==> src/rtl/seq_code_decoder.sv <==
// Sequence code decoder: tracks Entrada strobes against a programmable code table,
// pulsing match on a complete sequence, error on a mismatch, and locking out after repeated failures.
module seq_code_decoder #(
    parameter int CODE_W      = 7,
    parameter int SEQ_LEN     = 4,
    parameter int MAX_FAIL    = 3,
    parameter int LOCK_CYCLES = 16,
    parameter int TIMEOUT     = 8
) (
    input  logic                         clk,
    input  logic                         Reset,
    input  logic [CODE_W-1:0]            Entrada,
    input  logic                         Controle,
    input  logic                         prog_en,
    input  logic [$clog2(SEQ_LEN)-1:0]   prog_idx,
    input  logic [CODE_W-1:0]            prog_code,
    output logic [$clog2(SEQ_LEN+1)-1:0] Saida,
    output logic                         match,
    output logic                         error,
    output logic                         locked
);

    localparam int IW = $clog2(SEQ_LEN);
    localparam int SW = $clog2(SEQ_LEN + 1);
    localparam int FW = $clog2(MAX_FAIL + 1);
    localparam int LW = $clog2(LOCK_CYCLES + 1);
    localparam int TW = $clog2(TIMEOUT + 1);

    typedef enum logic [1:0] {TRACK, LOCKOUT, PROG} state_t;

    state_t            state;
    logic [CODE_W-1:0] code_tbl [SEQ_LEN];
    logic [CODE_W-1:0] expect_code;
    logic [FW-1:0]     fail_cnt;
    logic [LW-1:0]     lock_cnt;
    logic [TW-1:0]     tmo_cnt;

    // Saida never exceeds SEQ_LEN-1, so a compare-select avoids an out-of-range index.
    always_comb begin
        expect_code = '0;
        for (int unsigned i = 0; i < SEQ_LEN; i++)
            if (Saida == SW'(i))
                expect_code = code_tbl[i];
    end

    always_ff @(posedge clk) begin
        if (Reset) begin
            for (int unsigned i = 0; i < SEQ_LEN; i++)
                code_tbl[i] <= CODE_W'(i + 1);
        end else if (prog_en) begin
            for (int unsigned i = 0; i < SEQ_LEN; i++)
                if (prog_idx == IW'(i))
                    code_tbl[i] <= prog_code;
        end
    end

    always_ff @(posedge clk) begin
        if (Reset) begin
            state    <= TRACK;
            Saida    <= '0;
            match    <= 1'b0;
            error    <= 1'b0;
            locked   <= 1'b0;
            fail_cnt <= '0;
            lock_cnt <= '0;
            tmo_cnt  <= '0;
        end else begin
            match <= 1'b0;
            error <= 1'b0;
            if (prog_en) begin
                state    <= PROG;
                Saida    <= '0;
                fail_cnt <= '0;
                lock_cnt <= '0;
                tmo_cnt  <= '0;
                locked   <= 1'b0;
            end else begin
                case (state)
                    LOCKOUT: begin
                        tmo_cnt <= '0;
                        if (lock_cnt == LW'(LOCK_CYCLES - 1)) begin
                            state    <= TRACK;
                            locked   <= 1'b0;
                            lock_cnt <= '0;
                        end else begin
                            lock_cnt <= lock_cnt + 1'b1;
                        end
                    end
                    default: begin
                        state <= TRACK;
                        if (Controle) begin
                            tmo_cnt <= '0;
                            if (Entrada == expect_code) begin
                                if (Saida == SW'(SEQ_LEN - 1)) begin
                                    match    <= 1'b1;
                                    Saida    <= '0;
                                    fail_cnt <= '0;
                                end else begin
                                    Saida <= Saida + 1'b1;
                                end
                            end else begin
                                error <= 1'b1;
                                if (fail_cnt == FW'(MAX_FAIL - 1)) begin
                                    state    <= LOCKOUT;
                                    locked   <= 1'b1;
                                    lock_cnt <= '0;
                                    Saida    <= '0;
                                    fail_cnt <= '0;
                                end else begin
                                    fail_cnt <= fail_cnt + 1'b1;
                                    Saida    <= (Entrada == code_tbl[0]) ? SW'(1) : '0;
                                end
                            end
                        end else if (Saida != '0) begin
                            // A strobe in the expiry cycle takes the branch above instead.
                            if (tmo_cnt == TW'(TIMEOUT - 1)) begin
                                Saida   <= '0;
                                tmo_cnt <= '0;
                            end else begin
                                tmo_cnt <= tmo_cnt + 1'b1;
                            end
                        end else begin
                            tmo_cnt <= '0;
                        end
                    end
                endcase
            end
        end
    end

endmodule
==> config.mk <==
export PLATFORM = sky130hd
export DESIGN_NAME = seq_code_decoder
export DESIGN_NICKNAME = d
export VERILOG_FILES = /design/src/rtl/seq_code_decoder.sv
export SDC_FILE = /design/constraint.sdc
export NUM_CORES = 1
export LEC_CHECK = 0
export CAP_MARGIN = 25
export CORE_MARGIN = 1.5
export CORE_UTILIZATION = 60
export DETAILED_ROUTE_END_ITERATION = 8
export DONT_BUFFER_PORTS = 1
export GPL_TIMING_DRIVEN = 0
export PLACE_DENSITY = 0.8
export SYNTH_ARGS = -nofsm -noshare
export SYNTH_HDL_FRONTEND = slang
export SYNTH_SLANG_ARGS = --single-unit
==> constraint.sdc <==
create_clock -name clk -period 8.2 [get_ports clk]
set_clock_uncertainty 0.05 [all_clocks]
set_input_delay 0.82 -clock clk [delete_from_list [all_inputs] [get_ports clk]]
set_output_delay 0.82 -clock clk [all_outputs]
set_load 0.01 [all_outputs]
# Yosys cells after proc, flatten, opt, wreduce, memory -nomap -nowiden
# Memories as Yosys holds them, arrays and structs flattened.
# Cells that the tools add are included.
totals:
  in_bits: 20
  n_memories: 1
  word_cells: 107
  ram_bits: 28
  ff_bits: 19
classes:
  bitwise_logic: 8
  n_mux: 54
  add_sub_neg: 4
  n_eq_ne: 16
  n_reduce_logical: 15
memory_table:
  columns: ["name", "words", "width", "rd", "rd_clocked_by_memory_dff", "write_ports", "line", "rtl"]
  rows:
  - ["code_tbl", 4, 7, 4, 0, 4, "32", "logic [CODE_W-1:0] code_tbl [SEQ_LEN];"]
ops:
  columns: ["operator", "count"]
  rows:
  - ["2-to-1 mux 7 bit", 8]
  - ["2-to-1 mux 1 bit", 30]
  - ["2-to-1 mux 5 bit", 5]
  - ["2-to-1 mux 3 bit", 5]
  - ["equality test 7 bit", 2]
  - ["2-to-1 mux 2 bit", 6]
  - ["AND reduction 3 bit", 3]
  - ["nonzero test 2 bit", 4]
  - ["equality test 2 bit, second input constant", 3]
  - ["equality test 3 x 2 -> 1 bit, second input constant", 2]
  - ["OR reduction 6 bit", 1]
  - ["adder 5 x 1 -> 5 bit, second input constant", 1]
  - ["equality test 5 x 4 -> 1 bit, second input constant", 1]
  - ["OR reduction 5 bit", 1]
  - ["adder 4 x 1 -> 4 bit, second input constant", 1]
  - ["equality test 2 x 1 -> 1 bit, second input constant", 2]
  - ["equality test 4 x 3 -> 1 bit, second input constant", 1]
  - ["!= test 2 bit, second input constant", 2]
  - ["NOT 1 bit", 4]
  - ["OR 1 bit", 4]
  - ["AND reduction 4 bit", 1]
  - ["OR reduction 4 bit", 1]
  - ["adder 3 x 1 -> 3 bit, second input constant", 1]
  - ["equality test 3 x 1 -> 1 bit, second input constant", 1]
  - ["other kinds (7)", 7]

# Longest topological paths before layout
# Gate-level depths: netlist of run 1.
logic_depth:
  depth_word: 10
  ltp_mapped: 10

# Worst setup path after synthesis of run 1
# No wires, ideal clock.
synth_timing:
  kind: "input -> register"
  from: "input port Entrada[0]"
  to: "register Saida[0]"
  setup_slack_ns: 5.548
  required_time_ns: 8.088
  path_buffers: 0
  path_stages: 7
  t_arrival_ns: 2.540
  path_cell_list: "or4_1 -> o21ai_1 -> nand3_1 -> a2111oi_4 -> o211ai_4 -> or4_1 -> nand3_1"
synth_via:
  elab_chain_len: 5
synth_lines:
  columns: ["element", "line", "rtl"]
  rows:
  - ["from (decl)", "12", "input logic [CODE_W-1:0] Entrada,"]
  - ["equality test 7 bit", "111", "Saida <= (Entrada == code_tbl[0]) ? SW'(1) : '0;"]
  - ["2-to-1 mux 1 bit", "111", null]
  - ["2-to-1 mux 1 bit", "103", "if (fail_cnt == FW'(MAX_FAIL - 1)) begin"]
  - ["2-to-1 mux 3 bit (*)", "93", "if (Entrada == expect_code) begin"]
  - ["2-to-1 mux 3 bit (*)", "91", "if (Controle) begin"]
  - ["to (signal assigned)", "99", "Saida <= Saida + 1'b1;"]
  - ["to (signal assigned)", "111", null]
  - ["to (decl)", "17", "output logic [$clog2(SEQ_LEN+1)-1:0] Saida,"]
# Mark *: on every way between the ends. The rest lies on a longest branch, timed or not.
# A chain may end at the register's enable or synchronous reset.

# Final worst setup path of run 1
layout_timing:
  from: "register Saida[0]"
  to: "register lock_cnt[0]"
layout_via:
  elab_chain_len: 8
layout_lines:
  columns: ["element", "line", "rtl"]
  rows:
  - ["zero test 3 bit", "42", "if (Saida == SW'(i))"]
  - ["2-to-1 mux 7 bit (3 in series)", "42", null]
  - ["2-to-1 mux 7 bit (*)", "42", null]
  - ["equality test 7 bit (*)", "93", null]
  - ["!= test 2 x 1 -> 1 bit (no source line) (*)", null, null]
  - ["AND reduction 3 bit (no source line) (*)", null, null]
  - ["to (signal assigned)", "86", "lock_cnt <= lock_cnt + 1'b1;"]
  - ["to (decl)", "35", "logic [LW-1:0] lock_cnt;"]
# Marks and branches as above.

==> results of run 1 <==
## how the worst min path moves through the flow
stage	startpoint	endpoint	slack [ns]	depth (start not counted)
3_5_place_dp	tmo_cnt[0]	tmo_cnt[0]	0.39	1
4_1_cts	tmo_cnt[0]	tmo_cnt[0]	0.41	1
6_report	tmo_cnt[0]	tmo_cnt[0]	0.40	1
3_3_place_gp	tmo_cnt[0]	tmo_cnt[0]	0.38	1
5_1_grt	tmo_cnt[0]	tmo_cnt[0]	0.42	1
2_1_floorplan	tmo_cnt[0]	tmo_cnt[0]	0.37	1
## layout make-up
type                            count  area, um^2
Buffer                              8        35.0
Clock buffer                        6        72.6
Clock inverter                      2        60.1
Fill cell                         306        1300
Inverter                           10        37.5
Multi-Input combinational cell    186        1270
Sequential cell                    47        1220
Tap cell                           50        62.6
## per-layer routing
layer / up-vias / routed length [um]
met2: 93 / 2500
met3: 9 / 396
met4: 0 / 89
met5: - / 0
met1: 873 / 2550
li1: 930 / -
## stage by stage
stage,hold WS (ns),cells,setup WS [ns]
5_1_grt,0.417,309,5.05
3_3_place_gp,0.381,301,5.28
6_report,0.401,309,5.16
4_1_cts,0.406,309,5.17
3_5_place_dp,0.391,301,5.20
2_1_floorplan,0.368,251,5.55
## critical path, stage by stage (launching register included)
cell and delay [ns]:
dfxtp_1 0.48, inv_1 0.12, ha_1 0.31, and2b_1 0.19
a21oi_1 0.18, mux2_1 0.38, a2111oi_4 0.44, o211ai_4 0.20
a311oi_2 0.39, mux2_2 0.22
## flip-flops by register name, indices dropped and copies added (netlist names)
signal / count
state: 2
fail_cnt: 2
Saida: 3
lock_cnt: 5
tmo_cnt: 4
error: 1
locked: 1
code_tbl: 28
match: 1
## cells by family after synthesis
family	share of synthesized area
XOR/XNOR	0.0479
adder cells (fa/ha/maj)	0.0293
multiplexers	0.00879
buffers and inverters	0.0283
AO/OA/AOI/OAI	0.156
AND/OR/NAND/NOR	0.253
flip-flops	0.477
## report_power, final
part / internal (mW) / leakage [nW] / switching (mW)
Clock: 0.122 / 0.0654 / 0.0771
Sequential: 0.262 / 0.429 / 0.00726
Combinational: 0.0157 / 0.534 / 0.0198
Total: 0.399 / 1.03 / 0.104
## layout by cell type, fill, tap and decap left out, types with 4 or more instances in the layout
cell	instances
clkbuf_8	5
a21oi_1	12
clkbuf_1	5
nand2b_1	7
edfxtp_1	28
nand2_1	15
ha_1	6
xor2_1	11
nand3b_1	7
o21ai_0	9
nor2_1	15
dfxtp_1	19
nor4_1	5
nand3_1	8
inv_1	10
and2_1	18
and3_1	10
nor2b_1	12
buf_2	4
==> summary.txt, run 1 <==
Drt
  • Routed len/inst: approximately 18 um
  • Drt pass-1 iters: 5
  • Via density: a little over 6
  • Via count: between 1500 and 2000
  • Post-DRT Antenna Nets: 0
  • Post-Route WL: ~5500 um
  • Initial DRC Count: ~140
  • Residual DRC: 0

STA
  • Unrepaired setup endpoints after global routing: no
  • Max-slew violations: 0
  • Actual slew at the worst max-slew pin: around 0.64 ns
  • FMAX: roughly 330 MHz
  • Min cycle time layout: a little over 3 ns
  • Slew margin rel.: 0.570
  • Final hold vios: 0
  • Final setup fails: 0
  • Final setup TNS: 0 ns
  • Final period util: 0.370

Clock tree
  • Hold-fix buffers, CTS: 0
  • Clk sinks: 47
  • CTS tree: yes
  • Reg clk slew, reported paths: about 0.090 ns
  • Number of post-CTS setup repair buffers: 0
  • Cts bufs inserted: 5
  • CTS root buf: clkbuf_8
  • Worst-Skew Late Latency: 0.30 ns
  • Clock Path Buffers: 2
  • CTS resizes: 0
  • H-Tree Level Count: 2

Floorplan
  • Die area: ~4700 um^2
  • Ports: 26
  • Core Area: 4060 um^2
  • Initial Util: 0.632
  • Placement Rows: 23
  • Die Ht: 68.4 um
  • Die width: roughly 70 um

Flow run
  • Max Cap Viol: 0

Logic synthesis
  • Syn avg cell area: about 10 um^2
  • Mapped Nets: roughly 280
  • Post-Syn Instances: approximately 250
  • Most used DFF post-synth: edfxtp_1
  • Cell Area, Synth: 2560 um^2
  • Netlist cell types: 49
  • Cell taking the most area after synthesis: edfxtp_1
  • Post-synth top area share: 0.328
  • Synth area leaders: edfxtp_1, dfxtp_1, and2_1
  • Sequential share of the synthesized area: 0.477
  • Async set or reset register ratio after synthesis: 0
  • Count leader, synth: edfxtp_1
  • EDFF count, synth: 28
  • Synth top cells by count: edfxtp_1, dfxtp_1, and2_1
  • FF+latch count, synth: 47
  • Number of synthesis warnings: 0

Setup path
  • Worst Setup EP: lock_cnt[0]
  • R2R setup slack: slightly above 5 ns
  • RR Startpoint: Saida[0]
  • Crit Path Max Fanout: 8
  • Critical path startpoint: Saida[0]
  • WP data arrival: around 3.2 ns
  • Startpoint types: register
  • Setup CP Type: reg2reg
  • Data required, critical path: 8.40 ns
  • RR Endpoint: lock_cnt[0]
  • Endpoint class of the critical path: register
  • Reg2Reg Depth: 9

Global route
  • Grt total ovfl: 0
  • Largest net degree at the start of global routing: 15
  • Met1 usage: 0.356
  • Top Usage Layer GRT: met2
  • Met3 Use GR: 0.0543
  • First-pass GRT wire length: 8390 um
  • Number of global-route vias before repair: approximately 1700
  • Initial antenna violation count: 0
  • Met2 usage: 0.387
  • GR Util All Layers: 0.252

Cells and area
  • Design area: between 2000 and 3000 um^2
  • Area growth syn-to-layout: 7.62%
  • Nets: about 280
  • Final core utilization: 0.680
  • Share of layout cells above drive strength 1: 0.0888
  • ANT cells: 0

Placement
  • Final GP Congestion: between 0.8 and 0.9
  • I/O Buffers: 0
  • Post-Place Cell Area: 2630 um^2
  • Hpwl dp: roughly 4100 um

Power
  • Pwr/cell area: between 150 and 200 nW/um^2
  • Peak supply drop: between 150 and 200 uV
  • P_leak: 1.03 nW
  • PnR Total Power: slightly above 0.5 mW

Worst hold path
  • HP Class: reg2reg

Status
  • Status: finished clean
(Power assumes the default switching activity.)
==> run 2, diff against run 1 <==
Settings changed: ABC_AREA set to 1.
Clock period 8.2 ns to 2.9 ns, I/O delays scaled along.
==> run 2 against run 1 <==
Area after synthesis is 2.7% higher. Synthesized cell count is 34% higher. Non-clock buffer count is 2 lower. Routed wire length is 4.5% lower. Largest power group unchanged. Highest routed layer unchanged.
==> summary.txt, run 2 <==
Status
  • Status: finished clean (unchanged)

STA
  • Final setup TNS: 0 ns (unchanged)
  • Min cycle time layout: 2.37 ns (was 3.04 ns)
  • Setup ws final: 0.526 ns (was 5.16 ns)
  • Unrepaired setup endpoints after global routing: no (unchanged)
  • FMAX: 421 MHz (was 329 MHz)
  • Max-slew violations: 0 (unchanged)
  • Final setup fails: 0 (unchanged)
  • Slew margin rel.: 0.676 (was 0.570)
  • Final period util: 0.819 (was 0.370)
  • Actual slew at the worst max-slew pin: 0.485 ns (was 0.640 ns)
  • Final hold vios: 0 (unchanged)

Cells and area
  • Largest registers: code_tbl: 28 flops, lock_cnt: 5 flops, tmo_cnt: 4 flops (unchanged)
  • Nets: 371 (was 284)
  • Share of layout cells above drive strength 1: 0.121 (was 0.0888)
  • Reg with most FFs: code_tbl (unchanged)
  • Commonest non-fill, non-tap cell in the layout: nand2_1 (was edfxtp_1)
  • Number of flip-flops in the largest register: 28 (unchanged)
  • Most frequent cells in the layout: nand2_1, inv_1, nor2_1 (was edfxtp_1, dfxtp_1, and2_1)
  • Area growth syn-to-layout: 7.03% (was 7.62%)
  • Final core utilization: 0.685 (was 0.680)
  • ANT cells: 0 (unchanged)

Clock tree
  • CTS root buf: clkbuf_8 (unchanged)
  • H-Tree Level Count: 2 (unchanged)
  • Worst-Skew Late Latency: 0.29 ns (was 0.30 ns)
  • Number of post-CTS setup repair buffers: 0 (unchanged)
  • Cts bufs inserted: 5 (unchanged)
  • Clk sinks: 47 (unchanged)
  • Reg clk slew, reported paths: 0.09 ns (about the same)
  • Clock Path Buffers: 2 (unchanged)
  • CTS tree: yes (unchanged)

Setup path
  • WP data arrival: 2.55 ns (was 3.24 ns)
  • R2R setup slack: 0.53 ns (was 5.16 ns)
  • Critical Path Most Common Cell: nand2_1
  • Top delay family on crit path: simple AND/OR/NAND/NOR gates (was compound AO/OA/AOI/OAI gates)
  • RR Endpoint: fail_cnt[1] (was lock_cnt[0])
  • Reg2Reg Depth: 16 (was 9)
  • Crit Path Max Fanout: 10 (was 8)
  • Stages on the worst setup path: 16 (was 9)
  • Data required, critical path: 3.08 ns (was 8.40 ns)
  • Critical Path Max Stage Delay: 0.48 ns (about the same)
  • Buf/Inv on CP: 3 (was 1)
  • RR Startpoint: Saida[0] (unchanged)
  • Startpoint types: register (unchanged)
  • Endpoint class of the critical path: register (unchanged)
  • Slowest-stage cell, CP: dfxtp_1 (unchanged)
  • Setup CP Type: reg2reg (unchanged)
  • Worst path cell trace: inv_1 -> ha_1 -> nand2_4 -> buf_6 -> nand2_1 -> inv_2 -> nand2_1 -> nand2_1 -> nand3_1 -> nand2_1 -> nand2_1 -> nor2_2 -> nand3_2 -> nand3_1 -> nand2_1 -> nor2_1 (was inv_1 -> ha_1 -> and2b_1 -> a21oi_1 -> mux2_1 -> a2111oi_4 -> o211ai_4 -> a311oi_2 -> mux2_2)

Power
  • Comb pwr share: 0.093 (was 0.071)
  • Peak supply drop: 343 uV (was 188 uV)
  • PnR Total Power: 1.34 mW (was 0.503 mW)
  • Clock network fraction of total power: 0.344 (was 0.395)
  • Sequential share of power: 0.563 (was 0.534)
  • Switching power: 0.306 mW (was 0.104 mW)
  • P_int: 1.03 mW (was 0.399 mW)
  • Sw frac: 0.229 (was 0.207)
  • P_leak: 1.24 nW (was 1.03 nW)
  • Pwr/cell area: 475 nW/um^2 (was 183 nW/um^2)

Global route
  • First-pass GRT wire length: 9160 um (was 8390 um)
  • Initial antenna violation count: 0 (unchanged)
  • Met1 usage: 0.309 (was 0.356)
  • Met3 Use GR: 0.0480 (was 0.0543)
  • Number of global-route vias before repair: 2064 (was 1714)
  • GR Util All Layers: 0.240 (was 0.252)
  • Top Usage Layer GRT: met2 (unchanged)
  • Largest net degree at the start of global routing: 15 (unchanged)
  • Grt total ovfl: 0 (unchanged)
  • Met2 usage: 0.395 (was 0.387)

Drt
  • Via density: 5.40 (was 6.17)
  • Initial DRC Count: 122 (was 144)
  • Drt pass-1 iters: 4 (was 5)
  • Via count: 2139 (was 1905)
  • Residual DRC: 0 (unchanged)
  • Post-DRT Antenna Nets: 0 (unchanged)
  • Routed len/inst: 13.4 um (was 17.9 um)
  • Post-Route WL: 5290 um (was 5540 um)

Logic synthesis
  • Post-Syn Instances: 336 (was 251)
  • Most used DFF post-synth: edfxtp_1 (unchanged)
  • Syn avg cell area: 7.83 um^2 (was 10.2 um^2)
  • FF+latch count, synth: 47 (unchanged)
  • Synth area leaders: edfxtp_1, dfxtp_1, nand2_1 (was edfxtp_1, dfxtp_1, and2_1)
  • Cell Area, Synth: 2630 um^2 (was 2560 um^2)
  • Count leader, synth: nand2_1 (was edfxtp_1)
  • Sequential share of the synthesized area: 0.464 (was 0.477)
  • Synth top cells by count: nand2_1, inv_1, nor2_1 (was edfxtp_1, dfxtp_1, and2_1)
  • Cell taking the most area after synthesis: edfxtp_1 (unchanged)
  • Post-synth top area share: 0.319 (was 0.328)
  • Netlist cell types: 36 (was 49)
  • EDFF count, synth: 28 (unchanged)
  • Number of synthesis warnings: 0 (unchanged)
  • Async set or reset register ratio after synthesis: 0 (unchanged)
  • Mapped Nets: 362 (was 277)

Worst hold path
  • Hold worst-path end: error (was tmo_cnt[0])
  • HP Class: in2reg (was reg2reg)
  • Hold Crit Start: Controle (was tmo_cnt[0])
  • Hold path cells: 2 (was 1)

Placement
  • Hpwl dp: 4080 um (was 4120 um)
  • I/O Buffers: 0 (unchanged)
  • Final GP Congestion: 0.829 (was 0.874)
  • Pre-CTS setup slack: 0.578 ns (was 5.20 ns)

Flow run
  • Max Cap Viol: 0 (unchanged)

Floorplan
  • Die Ht: 69.2 um (was 68.4 um)
  • Die width: 69.2 um (was 68.4 um)
  • Ports: 26 (unchanged)
  • Initial Util: 0.640 (was 0.632)
  • Placement Rows: 23 (unchanged)
  • Die area: 4790 um^2 (was 4670 um^2)
  • Core Area: 4120 um^2 (was 4060 um^2)
run 2: layer usage:
metal	vias to the layer above	share of wire
li1	1095	-
met1	970	0.43
met2	65	0.48
met3	9	0.075
met4	0	0.016
met5	-	0
run 2: cell type report:
class                   count  area, um^2
plain buffers               4        38.8
clock buffers               5        68.8
clock inverters             3        38.8
fillers                   350        1300
inverters                  56         210
multi-input cells         229        1160
flip-flops and latches     47        1220
well taps                  50        62.6
repair buffers              2        15.0
run 2: logic make-up (layout without fill, tap and decap cells):
| kind of cell | count (synthesis) | count (layout) | synth area share |
|---|---|---|---|
| xor+xnor | 2 | 2 | 0.00666 |
| compound gates | 33 | 33 | 0.0775 |
| simple gates | 188 | 188 | 0.329 |
| buf+inv | 60 | 70 | 0.0946 |
| fa+ha+maj | 6 | 6 | 0.0285 |
| flops | 47 | 47 | 0.464 |
run 2: how the worst max path moves through the flow:
stage	start	endpoint	slack, ns
after CTS	Saida[0]	locked	0.55
after global placement	Saida[0]	locked	0.64
final	Saida[0]	fail_cnt[1]	0.53
after detailed placement	Saida[0]	locked	0.58
after floorplan	Saida[0]	locked	0.90
after global routing	Saida[1]	fail_cnt[1]	0.32
run 2: stage by stage:
stage	area, um^2	hold slack (ns)	std cells
floorplan	2630	0.312	336
global placement	2700	0.325	386
detailed placement	2700	0.320	386
CTS	2800	0.00514	394
global route	2820	0.115	396
finish	2820	0.106	396
run 2: what timing repair did:
| action | CTS | global route |
|---|---|---|
| hold buffers | 0 | 1 |
| hold endpoints to repair | 0 | 1 |
| gates resized for setup | 0 | 0 |
run 2: power groups by stage:
stage               registers, mW  clock network, mW  logic [mW]
floorplan                   0.765                  0      0.0986
global placement            0.768                  0       0.119
detailed placement          0.769                  0       0.122
CTS                         0.753              0.466       0.123
global route                0.757              0.494       0.142
finish                      0.753              0.460       0.125
